<file path="src/rtl/secuenciador_ejecucion.sv">
// Execution-pass sequencer: walks addresses 0..lenM-1 issuing fetch/stage/load/shift enables on one clock.
// Optional SHIFT watchdog enabled by defining SEQ_TIMEOUT_EN.
module secuenciador_ejecucion #(
  parameter int ADDR_W  = 7,
  parameter int MEM_LAT = 1,
  parameter int TO_W    = 12,
  parameter int TIMEOUT = 4000
) (
  input  logic              clkMC,
  input  logic              rst,
  input  logic              sAO,
  input  logic              sCfg,
  input  logic [ADDR_W-1:0] lenM,
  input  logic [2:0]        sPS,
  output logic [ADDR_W-1:0] regdir,
  output logic              memRdEn,
  output logic              enE1,
  output logic              enE2,
  output logic [2:0]        ldPS,
  output logic [2:0]        enPS,
  output logic [1:0]        selDM,
  output logic              flagEjec,
  output logic              doneEjec,
  output logic              errTO
);

  localparam logic [2:0] IDLE  = 3'd0;
  localparam logic [2:0] FETCH = 3'd1;
  localparam logic [2:0] E1    = 3'd2;
  localparam logic [2:0] E2    = 3'd3;
  localparam logic [2:0] LOAD  = 3'd4;
  localparam logic [2:0] SHIFT = 3'd5;
  localparam logic [2:0] NEXT  = 3'd6;
  localparam logic [2:0] DONE  = 3'd7;
  localparam int LAT_W = (MEM_LAT > 1) ? $clog2(MEM_LAT) : 1;

  if (MEM_LAT < 1 || TIMEOUT < 1 || TIMEOUT > (1 << TO_W)) begin : gParamCheck
    $error("secuenciador_ejecucion: MEM_LAT/TIMEOUT/TO_W out of range");
  end

  logic [2:0]        state, stateN;
  logic [1:0]        k, kN;
  logic [LAT_W-1:0]  latCnt, latN;
  logic [ADDR_W-1:0] regdirN;
  logic              pending, pendN;
  logic              abortTO;
  logic              startOk;
  logic              toHit;
  logic [ADDR_W:0]   addrNext;

`ifdef SEQ_TIMEOUT_EN
  logic [TO_W-1:0] toCnt;

  // Counts only while the active port has not reported done; any advance or exit restarts it.
  assign toHit = (state == SHIFT) && !sPS[k] && (toCnt == TO_W'(TIMEOUT - 1));

  always_ff @(posedge clkMC or posedge rst) begin
    if (rst)                          toCnt <= '0;
    else if (state == SHIFT && !sPS[k]) toCnt <= toCnt + 1'b1;
    else                              toCnt <= '0;
  end
`else
  assign toHit = 1'b0;
`endif

  always_comb begin
    stateN   = state;
    kN       = k;
    latN     = latCnt;
    regdirN  = regdir;
    pendN    = pending | (sAO && (state != IDLE));
    startOk  = 1'b0;
    addrNext = {1'b0, regdir} + (ADDR_W+1)'(1);
    case (state)
      IDLE:  startOk = sAO && sCfg;
      FETCH: begin
        if (latCnt == LAT_W'(MEM_LAT - 1)) stateN = E1;
        else                               latN   = latCnt + 1'b1;
      end
      E1:    stateN = E2;
      E2:    stateN = LOAD;
      LOAD: begin
        stateN = SHIFT;
        kN     = 2'd0;
      end
      SHIFT: begin
        if (toHit) begin
          stateN = DONE;
          pendN  = 1'b0;
        end else if (sPS[k]) begin
          if (k == 2'd2) stateN = NEXT;
          else           kN     = k + 2'd1;
        end
      end
      NEXT: begin
        regdirN = regdir + 1'b1;
        latN    = '0;
        stateN  = (addrNext >= {1'b0, lenM}) ? DONE : FETCH;
      end
      DONE: begin
        pendN = 1'b0;
        // A start seen during the pass (or in this very cycle) chains straight into the next pass.
        if (!abortTO && (pending || sAO) && sCfg) startOk = 1'b1;
        else                                       stateN  = IDLE;
      end
      default: stateN = IDLE;
    endcase
    if (startOk) begin
      regdirN = '0;
      latN    = '0;
      pendN   = 1'b0;
      stateN  = (lenM == '0) ? DONE : FETCH;
    end
  end

  // Outputs are decoded from the next state and registered, so they line up with the state they describe.
  always_ff @(posedge clkMC or posedge rst) begin
    if (rst) begin
      state    <= IDLE;
      k        <= 2'd0;
      latCnt   <= '0;
      regdir   <= '0;
      pending  <= 1'b0;
      abortTO  <= 1'b0;
      memRdEn  <= 1'b0;
      enE1     <= 1'b0;
      enE2     <= 1'b0;
      ldPS     <= 3'b000;
      enPS     <= 3'b000;
      selDM    <= 2'd0;
      flagEjec <= 1'b0;
      doneEjec <= 1'b0;
      errTO    <= 1'b0;
    end else begin
      state    <= stateN;
      k        <= kN;
      latCnt   <= latN;
      regdir   <= regdirN;
      pending  <= pendN;
      abortTO  <= toHit;
      memRdEn  <= (stateN == FETCH);
      enE1     <= (stateN == E1);
      enE2     <= (stateN == E2);
      ldPS     <= {3{stateN == LOAD}};
      enPS     <= (stateN == SHIFT) ? (3'b001 << kN) : 3'b000;
      selDM    <= (stateN == SHIFT) ? kN : 2'd0;
      flagEjec <= (stateN != IDLE) && (stateN != DONE);
      doneEjec <= (stateN == DONE);
      errTO    <= errTO | toHit;
    end
  end

endmodule
</file>
<file path="config.mk">
export PLATFORM = sky130hd
export DESIGN_NAME = secuenciador_ejecucion
export DESIGN_NICKNAME = d
export VERILOG_FILES = /design/src/rtl/secuenciador_ejecucion.sv
export SDC_FILE = /design/constraint.sdc
export NUM_CORES = 1
export LEC_CHECK = 0
export CORE_ASPECT_RATIO = 0.7
export CORE_MARGIN = 5
export CORE_UTILIZATION = 48
export DETAILED_ROUTE_END_ITERATION = 12
export PLACE_DENSITY = 0.83
export SYNTH_ARGS = -nofsm -noshare
export SYNTH_HDL_FRONTEND = slang
export SYNTH_SLANG_ARGS = --single-unit
</file>
<file path="constraint.sdc">
create_clock -name clkMC -period 2.38 [get_ports clkMC]
set_input_delay 0.476 -clock clkMC [delete_from_list [all_inputs] [get_ports clkMC]]
set_output_delay 0.476 -clock clkMC [all_outputs]
set_load 0.03 [all_outputs]
</file>
==> qor.yml <==
run_status:
  status: "finished clean"
layout:
  design_area_um2: 1850
  drive_gt1_share_pct: 7.41
  antenna_cells: 0
  syn2layout_area_growth_pct: 32.2
  post-route-util_pct: 65.8
  final_nets: 214
timing:
  tns_ns: 0
  clock_skew_ns: 0.00410
  layout_min_cycle_time_ns: 2.23
  rsz0062_at_grt: "false"
  setup_viol: 0
  holdWs_ns: 0.559
  final-max-slew-violation-count: 0
  period_share_pct: 93.9
  fmax_mhz: 447
  final_hold_viol_count: 0
clock_tree:
  cts_tree: "done"
  clk_pin_slew_worst_paths_ns: 0.08
  clk_path_buf_depth: 2
  cts_made_buffers: 3
  holdBufCountCts: 0
  post_cts_resized: 0
  clock_latency_ns: 0.27
  cts_setup_buffers: 0
  htree_levels: 1
  clock-root-buffer: "clkbuf_8"
  cts_num_sinks: 24
detailed_routing:
  wl_met3_um: 329
  drc_errors: 0
  firstDrtPassIters: 4
  drt-met1-wl_mm: 1.53
  drtIter0Drc: 143
  drt_wl_total_mm: 3.52
  num_vias: 1287
  via_per_inst: 5.72
  antenna_left: 0
  wl_per_cell_um: 15.6
  top_layer_used: "met4"
  routed-wl-met2_mm: 1.63
power:
  p_per_area_nw_per_um2: 1270
  vdd_drop_max_mv: 0.631
  p_leak_nw: 0.850
  fin_total_pwr_mw: 2.34
synth:
  synthesis.area_um2: 1400
  syn_area_per_cell_um2: 9.13
  yosysMostFrequentCell: "dfrtp_1"
  synth_edf_count: 0
  synthTopCellsByArea: "dfrtp_1, ha_1, nand2_1"
  synth_cells: 153
  synth_top_area_share_pct: 43.0
  ys_warn_count: 0
  seq_area_frac_synth_pct: 43.0
  syn-num-nets: 177
  synth_common_cells: "dfrtp_1, nand2_1, nor2_1"
  synth_top_cell_by_area: "dfrtp_1"
  synthDistinctLibCells: 38
  synth-main-ff-cell: "dfrtp_1"
  async_flop_share_pct: 100
  ys_ff_latch: 24
critical_path:
  worstPathRequired_ns: 2.51
  critPathLaunchType: "flip-flop"
  slowest_stage: "dfrtp_1"
  crit_path_max_incr_delay_ns: 0.45
  path_class: "reg -> reg"
  critPathMaxFanout: 6
  arrival_ns: 2.36
  cp_cell_sequence: "ha_2 > nand3_1 > xnor2_1 > ha_1 > a21oi_1 > a31oi_1 > a31oi_2 > o2111ai_1"
  cp-end-kind: "flip-flop"
  critPathBufInv: 0
  critPathTopFamily: "compound AO/OA/AOI/OAI gates"
die:
  io_pins: 35
  initial_core_util_pct: 49.8
  core_area_um2: 2800
  rows: 16
  die_w_um: 74.5
  die_area_um2: 4100
  die_h_um: 55.1
place:
  gp_congestion: 0.842
  hpwl_mm: 2.68
  dpl-instance-area_um2: 1770
  port_buffers: 33
global_route:
  grt_pass1_vias: 1191
  grt_pass1_wl_mm: 5.44
  grt_overflow_total: 0
  antenna_found_initial: 0
  grt_use_total_pct: 17.8
  grt_start_max_net_pins: 25
flow_run:
  drv_cap: 0
worst_hold_path:
  hp-class: "in -> async"
-- tightest hold or removal path: cells and delay by family --
kind | cells | cell delay, ns
buf+inv | 3 | 0.75
-- per-layer routing --
metal,track usage (%),vias up
met1,23.2,610
met3,4.69,4
met4,3.85,0
met2,30.2,68
met5,0,-
li1,-,605
-- where the power goes --
part           total, mW  internal (mW)  switching, mW
combinational       1.25          0.524          0.727
sequential         0.739          0.553          0.186
clock              0.353          0.225          0.128
total               2.34           1.30           1.04
-- through the flow --
| stage | worst slack (ns) | instances |
|---|---|---|
| after floorplan | 0.216 | 153 |
| after detailed placement | 0.133 | 221 |
| after global placement | 0.212 | 221 |
| after global routing | 0.0190 | 225 |
| after CTS | 0.161 | 225 |
| final | 0.145 | 225 |
-- path summary, 6_finish.rpt --
path                            slack (ns)  startpoint  depth (start not counted)   endpoint
worst max-delay path                  0.15   regdir[1]                          8   state[1]
worst min-delay path                  0.56         rst                          3   doneEjec
worst max register to register        0.15   regdir[1]                          8   state[1]
worst min register to register        0.60   regdir[6]                          2  regdir[6]
max in group asynchronous             1.58         rst                          3       k[1]
min in group clkMC                    0.60   regdir[6]                          2  regdir[6]
-- registers in the layout (all words and copies together), names as in the netlist --
register  flops
doneEjec      1
enE1          1
enE2          1
enPS          3
flagEjec      1
k             2
ldPS          1
memRdEn       1
pending       1
regdir        7
selDM         2
state         3
-- cell type report --
type	instances	area [µm²]
clock inverter	1	30.0
sequential	24	601
tap	36	45.0
clock buffer	3	41.3
fill	207	957
multi-input combinational	111	716
timing repair buffer	38	368
inverter	12	45.0
-- placed cells by master (no fill, tap or decap), drive strengths merged, types with 3 or more instances in the layout --
master / Yosys / final
buf: 6 / 5
clkdlybuf4s50: 0 / 33
dfrtp: 24 / 24
a31oi: 3 / 3
nand2: 16 / 16
inv: 12 / 12
ha: 10 / 10
and3: 4 / 4
nor3: 3 / 3
a21oi: 9 / 9
clkbuf: 0 / 3
nand3: 9 / 9
xnor2: 4 / 4
o21ai: 12 / 12
nor2: 14 / 14
-- logic make-up after synthesis --
logic type      share of synthesized area, %
flops                                   43.0
xor+xnor                                3.76
other cells                            0.269
mux                                    0.717
compound gates                          17.4
simple gates                            20.0
buf+inv                                 5.91
fa+ha+maj                               8.96
(Power assumes the default switching activity.)
